<file path="config.mk">
export PLATFORM = sky130hd
export DESIGN_NAME = simple_adder
export DESIGN_NICKNAME = d
export VERILOG_FILES = /design/src/rtl/simple_adder.sv
export SDC_FILE = /design/constraint.sdc
export NUM_CORES = 1
export LEC_CHECK = 0
export BUFFER_PORTS_ARGS = -buffer_cell sky130_fd_sc_hd__buf_2
export CAP_MARGIN = 20
export CORE_MARGIN = 2
export CORE_UTILIZATION = 45
export DETAILED_ROUTE_END_ITERATION = 10
export HOLD_SLACK_MARGIN = 0.03
export PLACE_DENSITY = 0.78
export SYNTH_ARGS = -nofsm -noshare
export SYNTH_HDL_FRONTEND = slang
export SYNTH_SLANG_ARGS = --single-unit
</file>
<file path="constraint.sdc">
create_clock -name clk -period 2.4 [get_ports clk]
set_input_delay 0.24 -clock clk [delete_from_list [all_inputs] [get_ports clk]]
set_output_delay 0.24 -clock clk [all_outputs]
set_load 0.01 [all_outputs]
</file>
<file path="src/rtl/simple_adder.sv">
// Unsigned W-bit adder with a combinational sum, a registered sum/carry stage and a sticky overflow flag.
// Define SIMPLE_ADDER_SAT_EN to clamp the sum to all-ones when the add carries out.
module simple_adder #(
  parameter int W = 8
) (
  input  logic         clk,
  input  logic         rst,
  input  logic [W-1:0] x_0,
  input  logic [W-1:0] x_1,
  input  logic         in_valid,
  input  logic         clr_ovf,
  output logic [W-1:0] result,
  output logic         carry,
  output logic [W-1:0] result_q,
  output logic         carry_q,
  output logic         out_valid,
  output logic         ovf_sticky
);

  logic [W:0]   w_sum;
  logic [W-1:0] w_wrap;
  logic         w_carry;
  logic [W-1:0] w_result;

  logic [W-1:0] r_result_q;
  logic         r_carry_q;
  logic         r_out_valid;
  logic         r_ovf_sticky;

  // Widen by one bit so the carry-out falls out of the same addition.
  assign w_sum   = {1'b0, x_0} + {1'b0, x_1};
  assign w_wrap  = w_sum[W-1:0];
  assign w_carry = w_sum[W];

`ifdef SIMPLE_ADDER_SAT_EN
  assign w_result = w_carry ? {W{1'b1}} : w_wrap;
`else
  assign w_result = w_wrap;
`endif

  assign result = w_result;
  assign carry  = w_carry;

  always_ff @(posedge clk) begin
    if (rst) begin
      r_result_q  <= '0;
      r_carry_q   <= 1'b0;
      r_out_valid <= 1'b0;
    end else begin
      r_out_valid <= in_valid;
      if (in_valid) begin
        r_result_q <= w_result;
        r_carry_q  <= w_carry;
      end
    end
  end

  // A carrying valid add outranks a simultaneous clear so no overflow is lost.
  always_ff @(posedge clk) begin
    if (rst) begin
      r_ovf_sticky <= 1'b0;
    end else if (in_valid && w_carry) begin
      r_ovf_sticky <= 1'b1;
    end else if (clr_ovf) begin
      r_ovf_sticky <= 1'b0;
    end
  end

  assign result_q   = r_result_q;
  assign carry_q    = r_carry_q;
  assign out_valid  = r_out_valid;
  assign ovf_sticky = r_ovf_sticky;

endmodule

</file>
==> results.md, run 1 <==
- Routed length per instance: about 12 um
- Critical path class: input pin to output port
- Leakage: 0.521 nW
- GRT Total Usage: 20.0%
- Post-Syn Area: approximately 830 um^2
- Portion of the post-synthesis area used by sequential elements: between 20% and 30%
- Average cell area after synthesis: 8.26 um^2
- Most instantiated flip-flop cell in the synthesis netlist: dfxtp_1
- First-pass detailed-route iteration total: 3
- Highest fanout seen on the critical path: 3
- Number of instances in the synthesized netlist: 101
- Most common cell after layout, fill and taps aside: buf_2
- Initial detailed-routing violation count: 6
- Last weighted congestion value of the routability-driven placer: 0.828
- Post-route DRC: 0
- Portion of total power attributed to the clock network: between 20% and 30%
- Ports placed on the boundary: 40
- Number of synthesized flops with an enable pin: 0
- Number of endpoints failing setup at the final stage: 0
- Fill count: around 170
- Total length of routed wires: a little under 2 mm
- Net count of the mapped netlist: between 100 and 150
- Slew at the pin closest to its max-slew limit: around 0.26 ns
- Setup slack of the critical path after layout: around 0.2 ns
- Startpoint of the lowest-slack hold path: clr_ovf
- Switching share of total power: a little over a third
- CTS Buf Count: 3
- Die height: roughly 47 um
- Number of sinks handled by clock tree synthesis: 11
- Number of H-tree levels: 1
- Final Slew Violations: 0
- Diode insertion count for antenna repair: 0
- Most frequent cells in the layout: buf_2, nor2_1, nand2_1, dfxtp_1, ha_1
- Clock root buffer master: clkbuf_4
- Total Die Area: about 2200 um^2
- Peak supply drop: approximately 0.27 mV
- Crit Reg-Reg Startpoint: ovf_sticky
- Relative slew margins: between 80% and 90%
- Power share of the sequential group: a little over a third
- Input/output buffers: 39
- Initial standard-cell utilization of the core: around 48%
- FFs w/ async S/R, synth: 0%
- NumNets Final: 171
- Unrepaired setup endpoints after global routing: no
- Cell type with the highest occurrence count on the critical path: buf_2
- Placed wire-length estimate: around 1.6 mm
- Final hold violation count: 0
- Clock latency on the worst-skew pair: ~0.27 ns
- Clock edge transition at the registers on the reported setup and hold paths: ~0.08 ns
- Endpoint required time on the critical path: ~2.2 ns
- Global-route wire length before repair: 3.16 mm
- Area taken by flip-flops and latches: between 200 and 250 um^2
- Crit share post-route: 91.8%
- # hold bufs at CTS: 0
- Outcome: complete, no violations
- Flop and latch count out of synthesis: 11
- Largest incremental delay on the critical path: between 0.4 and 0.5 ns
- Std-Cell Core Area: approximately 1700 um^2
- Via count of the first global-routing pass: 775
- Pin count of the biggest net entering global routing: 15
- PostCTS Resize Cnt: 0
- Buffer count from post-CTS setup fixing: 0
- Minimum clock period after layout: 2.20 ns
- Chip Width: about 47 um
- Setup TNS Final: 0 ns
- Total of max-cap violations: 0
- Multi-input gate area in the final layout: approximately 600 um^2
- Depth of the worst hold-timing path: 4
- Internal power component: between 300 and 400 uW
- Relative contribution of combinational cells to total power: about two fifths
- CP cell instances: buf_2, ha_1, fa_1, a211oi_2, o21bai_2, a21oi_1, xnor2_1, buf_2
- Peak clock frequency supported by timing: around 450 MHz
- Share of the core filled with cells: a little over three fifths
- Startpoint type of the worst setup path: input pin
- Critical path data arrival time: 1.96 ns
- Cell Rows: 15
- Clock tree from TritonCTS: yes
- Number of warnings issued by yosys: 0
- Register-to-register setup slack: about 1.6 ns
- Max Root-Sink Buffers: 2
- Path class of the lowest-slack min-delay path: input pin to flip-flop
- DR vias: 871
- Net Switching: between 200 and 250 uW
- Antenna-violating nets left: 0
- Worst reg-to-reg path cell count: 3
- GRT overflow: 0
- Endpoint class of the critical path: output port
- Count of distinct cell types in the synthesized netlist: 38
- Layout cell share with drive strength beyond 1: a little over a third
- Power Density: between 500 and 600 nW/um^2
- Post-place setup slack: approximately 0.18 ns
- Detailed-route vias per instance: 5.25
- Initial antenna violation count: 0
- Synth-to-layout area growth: 29.2%
- CP top delay family: adder cells
- Destination of the worst register-to-register timing path: ovf_sticky
- Clock skew: 0 ns
- Critical-path cell with the highest stage delay: fa_1
- WHS Endpoint: ovf_sticky
- Worst path bufs/invs: 2
kinds of logic (layout without fill, tap and decap cells):
group / Yosys count / after routing / synth area share [%]
buffers and inverters: 7 / 47 / 3.30
multiplexers: 2 / 2 / 2.40
XOR/XNOR: 4 / 4 / 4.20
AO/OA/AOI/OAI: 31 / 31 / 29.2
flip-flops: 11 / 11 / 26.4
AND/OR/NAND/NOR: 37 / 37 / 20.1
adder cells (fa/ha/maj): 9 / 9 / 14.4
worst max path at each step:
stage               cells past startpoint  slack (ns)         to  startpoint
finish                                  8        0.20  result[6]      x_0[0]
global route                            8        0.02  result[6]      x_0[0]
CTS                                     8        0.19  result[6]      x_0[0]
detailed placement                      8        0.18      carry      x_0[0]
global placement                        8        0.19      carry      x_0[0]
floorplan                               6        0.42      carry      x_0[0]
cell usage after synthesis, types with 3 or more instances:
cell type  instances  area, um^2
nor2_1            13        48.8
dfxtp_1           11         220
nand2_1           11        41.3
ha_1               8         100
a21oi_1            7        35.0
nor2b_1            4        25.0
nor3_1             4        20.0
xnor2_1            3        26.3
routing by layer:
layer,routed length (um),global-route usage (%)
met1,857,24.8
met2,947,34.0
met3,102,3.46
met4,29,8.33
met5,0,0
registers in the layout, summed over array words and instances, names as in the netlist:
signal / cells
ovf_sticky: 1
carry_q: 1
out_valid: 1
result_q: 8
cell type report:
type	count	share of cell area, %
multi-input cells	83	54.4
inverters	3	1.04
flip-flops and latches	11	20.4
well taps	25	2.90
repair buffers	40	18.8
clock buffers	4	2.44
worst register-to-register path: stages (launching register included):
cell and delay (ns):
dfxtp_1 0.33, nor2b_1 0.17, o21ai_0 0.10, a21oi_1 0.11
through the flow:
step	total power, mW	cells	hold slack (ns)	area, um^2
3_3_place_gp	0.436	162	0.470	1050
4_1_cts	0.575	166	0.264	1080
6_report	0.567	166	0.263	1080
2_1_floorplan	0.362	101	0.412	835
3_5_place_dp	0.442	162	0.479	1050
5_1_grt	0.606	166	0.313	1080
power by group through the flow:
stage / registers, mW / logic [mW] / clock network [mW]
finish: 0.206 / 0.229 / 0.132
global route: 0.208 / 0.258 / 0.140
CTS: 0.206 / 0.232 / 0.136
detailed placement: 0.210 / 0.231 / 0
global placement: 0.209 / 0.227 / 0
floorplan: 0.218 / 0.143 / 0
Note: power is estimated with default switching activity, not from simulation.
==> run 2, diff against run 1 <==
--- a/config.mk
+++ b/config.mk
@@ -7,11 +7,12 @@
 export LEC_CHECK = 0
 export BUFFER_PORTS_ARGS = -buffer_cell sky130_fd_sc_hd__buf_2
 export CAP_MARGIN = 20
-export CORE_MARGIN = 2
+export CORE_MARGIN = 1.5
 export CORE_UTILIZATION = 45
 export DETAILED_ROUTE_END_ITERATION = 10
 export HOLD_SLACK_MARGIN = 0.03
 export PLACE_DENSITY = 0.78
+export SLEW_MARGIN = 20
 export SYNTH_ARGS = -nofsm -noshare
 export SYNTH_HDL_FRONTEND = slang
 export SYNTH_SLANG_ARGS = --single-unit
==> results.md, run 2 (synthesized netlist as in run 1, its figures left out) <==
- Flip-flop count of the largest register after layout: 8
- Diode insertion count for antenna repair: 0
- Initial antenna violation count: 0
- Input/output buffers: 39
- Clock edge transition at the registers on the reported setup and hold paths: 0.07 ns
- First-pass detailed-route iteration total: 4
- GRT Total Usage: 19.6%
- Std-Cell Core Area: ~1700 um^2
- Pin count of the biggest net entering global routing: 15
- Crit share post-route: 92.0%
- Most common cell after layout, fill and taps aside: buf_2
- Synth-to-layout area growth: 28.9%
- Number of endpoints failing setup at the final stage: 0
- Relative slew margins: 81.6%
- Fill count: between 150 and 200
- Met3 capacity usage during global routing: 7.06%
- Met1 usage: about 25%
- Cell Rows: 15
- Power after layout: between 500 and 600 uW
- Routed length per instance: ~11 um
- NumNets Final: 170
- # hold bufs at CTS: 0
- Post-route DRC: 0
- Detailed-route vias per instance: 5.15
- Leakage: ~0.52 nW
- Highest fanout seen on the critical path: 3
- Endpoint required time on the critical path: approximately 2.2 ns
- Number of sinks handled by clock tree synthesis: 11
- Antenna-violating nets left: 0
- Initial standard-cell utilization of the core: between 40% and 50%
- Clock skew: 0 ns
- Ports placed on the boundary: 40
- Critical-path cell with the highest stage delay: fa_1
- Critical path data arrival time: 1.97 ns
- Setup TNS Final: 0 ns
- Total length of routed wires: between 1.5 and 2 mm
- Chip Width: between 40 and 50 um
- Slew at the pin closest to its max-slew limit: approximately 0.27 ns
- Final Slew Violations: 0
- CP cell instances: buf_2, ha_1, fa_1, a211oi_2, o21bai_2, a21oi_1, xnor2_1, buf_2
- Last weighted congestion value of the routability-driven placer: a little over 0.8
- Max Root-Sink Buffers: 2
- Layout cell share with drive strength beyond 1: a little over a third
- Number of H-tree levels: 1
- Critical path class: input pin to output port
- DR vias: between 800 and 900
- Path class of the lowest-slack min-delay path: input pin to flip-flop
- Total of max-cap violations: 0
- Peak supply drop: 0.388 mV
- Buffer count from post-CTS setup fixing: 0
- Register-to-register setup slack: around 1.6 ns
- Peak clock frequency supported by timing: between 400 and 500 MHz
- Cell area after layout: ~1100 um^2
- Outcome: complete, no violations
- Total Die Area: between 2000 and 2500 um^2
- Placed wire-length estimate: approximately 1.5 mm
- Via count of the first global-routing pass: between 700 and 800
- Minimum clock period after layout: ~2.2 ns
- Power Density: 524 nW/um^2
- Final hold violation count: 0
- Cell type with the highest occurrence count on the critical path: buf_2
- Fraction of met2 tracks used by global routing: about a third
- Startpoint type of the worst setup path: input pin
- Layer with the highest usage: met2
- Largest incremental delay on the critical path: between 0.4 and 0.5 ns
- Die height: around 46 um
- Global-route wire length before repair: around 3 mm
- Final standard cell count with taps included and fillers excluded: ~170
- CP top delay family: adder cells
- Worst setup startpoint: x_0[0]
- Worst path bufs/invs: 2
- Most frequent cells in the layout: buf_2, nor2_1, nand2_1, dfxtp_1, ha_1
- Unrepaired setup endpoints after global routing: no
- Clock root buffer master: clkbuf_4
- Clock latency on the worst-skew pair: 0.27 ns
- GRT overflow: 0
- Endpoint class of the critical path: output port
- Clock tree from TritonCTS: yes
- Crit Reg-Reg Startpoint: ovf_sticky
- Startpoint of the lowest-slack hold path: clr_ovf
- CTS Buf Count: 3
- Instance area after placement: around 1000 um^2
- Initial detailed-routing violation count: 9
- Placed Instances: about 160
## run 2: where the power goes
part / internal [mW] / switching (mW) / total [mW]
clock: 0.0644 / 0.0643 / 0.129
combinational: 0.102 / 0.127 / 0.229
sequential: 0.199 / 0.00696 / 0.206
## run 2: worst reg2reg max path, delay by kind of cell (launching register included)
kind               cells  cell delay, ns
AOI/OAI and AO/OA      2            0.20
DFF                    1            0.32
and+or+nand+nor        1            0.17
## run 2: final cells by class
type	count	area [um^2]	area share, %
multi-input cells	83	592	55.0
well taps	25	31.3	2.91
flip-flops and latches	11	220	20.5
clock buffers	4	26.3	2.44
repair buffers	39	195	18.1
inverters	3	11.3	1.05
## run 2: what timing repair did
action	CTS	global route
resized for setup	0	1
endpoints found under the hold margin	0	0
setup endpoints to repair	0	1
## run 2: final timing paths
kind | to | cells after the start
setup reg to reg | ovf_sticky | 3
hold / removal | ovf_sticky | 4
hold reg to reg | result_q[2] | 2
setup / recovery | result[6] | 8
## run 2: per-stage QoR
stage,setup WS (ns),util [%],hold slack (ns)
after floorplan,0.415,-,0.412
after global placement,0.135,60.5,0.470
after detailed placement,0.106,60.5,0.472
after CTS,0.104,62.0,0.278
after global routing,0.0839,62.3,0.284
final,0.193,62.3,0.285
## run 2: metal layers
layer	up-vias	part of all wire, %
li1	445	-
met1	370	42
met2	34	50
met3	0	7.7
met4	0	0
met5	-	0
